File: config.mk
export PLATFORM = sky130hd
export DESIGN_NAME = divider
export DESIGN_NICKNAME = d
export VERILOG_FILES = /design/src/rtl/mdu_pkg.sv /design/src/rtl/div_restoring_step.sv /design/src/rtl/divider.sv
export SDC_FILE = /design/constraint.sdc
export NUM_CORES = 1
export LEC_CHECK = 0
export BUFFER_PORTS_ARGS = -buffer_cell sky130_fd_sc_hd__buf_2
export CELL_PAD_IN_SITES_DETAIL_PLACEMENT = 1
export CELL_PAD_IN_SITES_GLOBAL_PLACEMENT = 2
export CORE_MARGIN = 5
export CORE_UTILIZATION = 34
export DETAILED_ROUTE_END_ITERATION = 7
export PLACE_DENSITY = 0.95
export SLEW_MARGIN = 20
export SYNTH_ARGS = -nofsm -noshare
export SYNTH_HDL_FRONTEND = slang
export SYNTH_SLANG_ARGS = --single-unit
File: constraint.sdc
create_clock -name clk -period 4.4 [get_ports clk]
set_input_delay 0.66 -clock clk [delete_from_list [all_inputs] [get_ports clk]]
set_output_delay 0.66 -clock clk [all_outputs]
set_load 0.02 [all_outputs]
File: src/rtl/mdu_pkg.sv
// Shared MDU definitions: divider FSM states, in-flight operation record and sizing constants.
package mdu_pkg;

  localparam int unsigned MDU_DATA_WIDTH = 32;
  localparam int unsigned DIV_CNT_WIDTH  = $clog2(MDU_DATA_WIDTH);

  typedef enum logic [1:0] {
    IDLE,
    CALC,
    DONE
  } DivStatusEnum;

  // quot doubles as the dividend shift register during CALC; rem/divisor hold magnitudes.
  typedef struct packed {
    logic [MDU_DATA_WIDTH-1:0] quot;
    logic [MDU_DATA_WIDTH-1:0] rem;
    logic [MDU_DATA_WIDTH-1:0] divisor;
    logic                      dividend_neg;
    logic                      quot_neg;
    logic                      div_zero;
    logic [DIV_CNT_WIDTH-1:0]  cnt;
  } div_flow_t;

endpackage

File: src/rtl/div_restoring_step.sv
// One radix-2 restoring division step: shift in the next dividend bit and trial-subtract.
module div_restoring_step #(
  parameter int unsigned DATA_WIDTH = 32
) (
  input  logic [DATA_WIDTH-1:0] rem,
  input  logic                  quot_msb,
  input  logic [DATA_WIDTH-1:0] divisor,
  output logic [DATA_WIDTH-1:0] rem_next,
  output logic                  quot_bit
);

  logic [DATA_WIDTH:0] partial;
  logic [DATA_WIDTH:0] diff;

  assign partial  = {rem, quot_msb};
  assign diff     = partial - {1'b0, divisor};
  // A clear top bit means the trial subtraction did not borrow.
  assign quot_bit = ~diff[DATA_WIDTH];
  assign rem_next = quot_bit ? diff[DATA_WIDTH-1:0] : partial[DATA_WIDTH-1:0];

endmodule

File: src/rtl/divider.sv
// Iterative restoring divider for div.w/mod.w/div.wu/mod.wu with valid/ready handshakes.
module divider
  import mdu_pkg::*;
#(
  parameter int unsigned DATA_WIDTH = MDU_DATA_WIDTH
) (
  input  logic                  clk,
  input  logic                  rst,
  input  logic                  flush_i,
  input  logic                  div_valid_i,
  output logic                  div_ready_o,
  output logic                  res_valid_o,
  input  logic                  res_ready_i,
  input  logic                  div_signed_i,
  input  logic [DATA_WIDTH-1:0] dividend_i,
  input  logic [DATA_WIDTH-1:0] divisor_i,
  output logic [DATA_WIDTH-1:0] quotient_o,
  output logic [DATA_WIDTH-1:0] remainder_o
);

  localparam logic [DIV_CNT_WIDTH-1:0] LastCnt = DIV_CNT_WIDTH'(DATA_WIDTH - 1);

  DivStatusEnum state_q, state_d;
  div_flow_t    flow_q, flow_d;

  logic                  accept;
  logic                  dividend_sign;
  logic                  divisor_sign;
  logic                  divisor_zero;
  logic [DATA_WIDTH-1:0] dividend_abs;
  logic [DATA_WIDTH-1:0] divisor_abs;
  logic [DATA_WIDTH-1:0] step_rem;
  logic                  step_bit;

  assign dividend_sign = div_signed_i & dividend_i[DATA_WIDTH-1];
  assign divisor_sign  = div_signed_i & divisor_i[DATA_WIDTH-1];
  assign dividend_abs  = dividend_sign ? -dividend_i : dividend_i;
  assign divisor_abs   = divisor_sign ? -divisor_i : divisor_i;
  assign divisor_zero  = (divisor_i == '0);

  div_restoring_step #(
    .DATA_WIDTH(DATA_WIDTH)
  ) u_step (
    .rem      (flow_q.rem),
    .quot_msb (flow_q.quot[DATA_WIDTH-1]),
    .divisor  (flow_q.divisor),
    .rem_next (step_rem),
    .quot_bit (step_bit)
  );

  assign div_ready_o = (state_q == IDLE) | ((state_q == DONE) & res_ready_i);
  assign res_valid_o = (state_q == DONE);
  assign accept      = div_valid_i & div_ready_o & ~flush_i;

  always_comb begin
    state_d = state_q;
    flow_d  = flow_q;
    case (state_q)
      CALC: begin
        flow_d.rem  = step_rem;
        flow_d.quot = {flow_q.quot[DATA_WIDTH-2:0], step_bit};
        flow_d.cnt  = flow_q.cnt + 1'b1;
        if (flow_q.cnt == LastCnt) state_d = DONE;
      end
      DONE: begin
        if (res_ready_i) state_d = IDLE;
      end
      default: ;
    endcase

    if (accept) begin
      // Divide-by-zero parks |dividend| in rem so the fix-up restores the original dividend.
      flow_d.quot         = divisor_zero ? '1 : dividend_abs;
      flow_d.rem          = divisor_zero ? dividend_abs : '0;
      flow_d.divisor      = divisor_abs;
      flow_d.dividend_neg = dividend_sign;
      flow_d.quot_neg     = dividend_sign ^ divisor_sign;
      flow_d.div_zero     = divisor_zero;
      flow_d.cnt          = '0;
      state_d             = divisor_zero ? DONE : CALC;
    end

    if (flush_i) state_d = IDLE;
  end

  always_ff @(posedge clk) begin
    if (rst) begin
      state_q <= IDLE;
      flow_q  <= '0;
    end else begin
      state_q <= state_d;
      flow_q  <= flow_d;
    end
  end

  assign quotient_o  = (flow_q.quot_neg & ~flow_q.div_zero) ? -flow_q.quot : flow_q.quot;
  assign remainder_o = flow_q.dividend_neg ? -flow_q.rem : flow_q.rem;

endmodule

==> summary.md <==
| Metric | Value |
|---|---|
| Status | `complete, no violations` |
| Final ANT Viol Nets | `0` |
| Area Growth Syn to Fin | `13.8%` |
| WP data required | `3.74 ns` |
| Critical path class | `reg2out` |
| Crit-path cells | `or3_1 -> nor3_2 -> nand3_1 -> or4_4 -> or3_1 -> or3_1 -> o31ai_1 -> xnor2_1 -> buf_2` |
| Simple-gate share of the synthesized area | `0.214` |
| CTS Sinks | `106` |
| Via count of the first global-routing pass | `9988` |
| Fin. max-slew vios | `0` |
| # IOs | `136` |
| Cts bufs inserted | `9` |
| DRC | `0` |
| PortBufs | `135` |
| P_leak | `4.27 nW` |
| Min-Delay Path Class | `reg2reg` |
| CP arrival | `3.57 ns` |
| Sequential-to-total area share from yosys stat | `0.232` |
| Core area | `0.0267 sq mm` |
| Longest Clk Path Bufs | `2` |
| Max VDD drop | `182 uV` |
| Synth Register Bits | `106` |
| GRT Residual Overflow | `0` |
| Synth Net Count | `1338` |
| Distinct cells, synth | `72` |
| Setup slack, reg-to-reg | `0.73 ns` |
| Fmax | `0.236 GHz` |
| GR Util All Layers | `0.214` |
| Share of layout cells above drive strength 1 | `0.157` |
| Post-synth EDFFs | `0` |
| Pre-CTS setup slack | `0.625 ns` |
| Main combinational cell family by area after synthesis | `compound AO/OA/AOI/OAI gates` |
| DP Area | `0.0101 sq mm` |
| Synth Area in XOR/XNOR | `0.139` |
| Synth warnings | `0` |
| First-pass GRT wire length | `53.4 mm` |
| Mux share of post-synthesis cell area | `0.0219` |
| Root Driver | `clkbuf_16` |
| Crit Path Max Fanout | `7` |
| Number of diodes | `0` |
| HPWL Detailed | `25.1 mm` |
| Initial antenna violation count | `1` |
| Syn_area_per_cell | `7.43 sq um` |
| Starting Density | `0.342` |
| Vias/cell | `5.78` |
| Final min period | `4.23 ns` |
| Clock skew after layout | `0.0116 ns` |
| Post-cts sizing count | `0` |
| RSZ-0062 raised after global routing | `no` |
| Routed WL | `33.0 mm` |
| Synth Area in Compound Gates | `0.284` |
| Max-Cap Viols | `0` |
| Cell area after layout | `0.0104 sq mm` |
| Fin util | `0.389` |
| Total number of vias | `9620` |
| Setup TNS | `0 ns` |
| Die height | `174 um` |
| Final setup vio count | `0` |
| PD cells | `361 mW/mm^2` |
| Worst path slowest cell | `or4_4` |
| CP endpoint kind | `output port` |
| Layout Cells excl Fill | `1663` |
| Die Footprint | `0.0302 sq mm` |
| Hold buffer count at cts | `0` |
| DR iter-0 viols | `546` |
| Tcrit/Tclk final | `0.961` |
| Std cell rows | `60` |
| Clock latency at the later pin of the worst-skew pair | `0.37 ns` |
| TritonCTS clock tree | `built` |
| Cells after DPL | `1648` |
| Main synth FF type | `dfxtp_1` |
| Post-synth ARST share | `0` |
| 1st-pass router iterations | `5` |
| Worst path most repeated cell | `or3_1` |
| Gpl congestion | `0.893` |
| Hold Fails Final Rpt | `0` |
| Post-Syn Area | `0.00914 sq mm` |
| Largest net degree at the start of global routing | `77` |
| Final Net Count | `1427` |
| Fin worst setup slack | `0.170 ns` |
| Post-CTS Setup Inserts | `0` |
| Slew HR | `0.383` |
| Die W | `174 um` |
| Reg clk slew, reported paths | `0.08 ns` |
| H-Tree Depth | `3` |
| Cells after Synth | `1229` |
| CP max stage delay | `0.48 ns` |
| Filler cell count | `3386` |
| Routed WL per cell | `19.8 um` |
| Slew @ Worst Pin | `0.922 ns` |
| Worst setup SP type | `flop` |
| Post-synthesis adder-cell area fraction | `0.0542` |
routing by layer:
layer,vias to the layer above,track usage,part of all wire
met5,-,0,0.00033
met4,2,0.0729,0.032
li1,4654,-,-
met2,195,0.385,0.50
met3,54,0.0268,0.032
met1,4715,0.263,0.44
flip-flops by register name, indices dropped and copies added (netlist names):
register  flops
state_q       2
flow_q      104
worst paths after layout:
kind	to	from	depth (start not counted)
worst max-delay path	remainder_o[31]	flow_q[42]$_SDFFE_PP0P_	9
worst min-delay path	flow_q[37]$_SDFFE_PP0P_	flow_q[37]$_SDFFE_PP0P_	2
worst max register to register	flow_q[63]$_SDFFE_PP0P_	flow_q[103]$_SDFFE_PP0P_	12
worst min register to register	flow_q[37]$_SDFFE_PP0P_	flow_q[37]$_SDFFE_PP0P_	2
placed cells by master, fill, tap and decap left out, drive strengths merged, types with 6 or more instances in the layout:
| cell | count |
|---|---|
| nand2b | 14 |
| o31ai | 32 |
| nand3 | 38 |
| a31oi | 19 |
| and2 | 6 |
| mux2i | 20 |
| or2 | 7 |
| nand2 | 113 |
| nor2b | 9 |
| inv | 53 |
| nor2 | 116 |
| xnor2 | 81 |
| nor4 | 15 |
| o21ai | 85 |
| nor3 | 27 |
| o41ai | 13 |
| o221a | 13 |
| nand4 | 6 |
| a311oi | 15 |
| or4 | 15 |
| clkbuf | 10 |
| ha | 38 |
| a221oi | 18 |
| a211oi | 36 |
| xor2 | 64 |
| or3 | 24 |
| dfxtp | 106 |
| a21oi | 98 |
| a21o | 16 |
| o21a | 8 |
| buf | 153 |
layout make-up:
type	instances	area (sq um)	area share
Timing Repair Buffer	153	811	0.0780
Sequential cell	106	2120	0.204
Clock buffer	10	239	0.0230
Tap cell	341	427	0.0410
Inverter	52	195	0.0188
Multi-Input combinational cell	996	6520	0.627
Clock inverter	5	85.1	0.00818
logic make-up after synthesis:
logic type | Yosys count
AND/OR/NAND/NOR | 404
flip-flops | 106
adder cells (fa/ha/maj) | 39
buffers and inverters | 127
XOR/XNOR | 145
AO/OA/AOI/OAI | 388
multiplexers | 20
per-stage QoR:
| stage | power [mW] | hold WS [ns] |
|---|---|---|
| 2_1_floorplan | 2.31 | 0.432 |
| 3_3_place_gp | 2.78 | 0.442 |
| 3_5_place_dp | 2.81 | 0.454 |
| 4_1_cts | 3.75 | 0.465 |
| 5_1_grt | 3.97 | 0.495 |
| 6_report | 3.75 | 0.457 |
synth_stat cells (24+ instances only):
cell type / n / area share
nand3_1: 38 / 0.021
ha_1: 38 / 0.052
or3_1: 24 / 0.016
o31ai_1: 32 / 0.026
xnor2_1: 81 / 0.078
nand2_1: 111 / 0.046
xor2_1: 64 / 0.061
inv_1: 51 / 0.021
dfxtp_1: 106 / 0.23
a211oi_1: 35 / 0.029
o21ai_0: 81 / 0.044
a21oi_1: 98 / 0.054
nor3_1: 25 / 0.014
nor2_1: 115 / 0.047
clkbuf_1: 61 / 0.025
critical path: cells and delay by family (launching register included):
kind | cells | cell delay (ns)
XOR/XNOR | 1 | 0.16
AO/OA/AOI/OAI | 1 | 0.28
buffers and inverters | 1 | 0.18
flip-flops | 1 | 0.39
AND/OR/NAND/NOR | 6 | 2.19
report_power, final:
group	internal [mW]	switching (mW)	leakage [nW]
combinational	0.628	1.05	3.23
clock	0.518	0.418	0.161
sequential	1.03	0.107	0.871
total	2.18	1.58	4.27
Note: power is estimated with default switching activity, not from simulation.
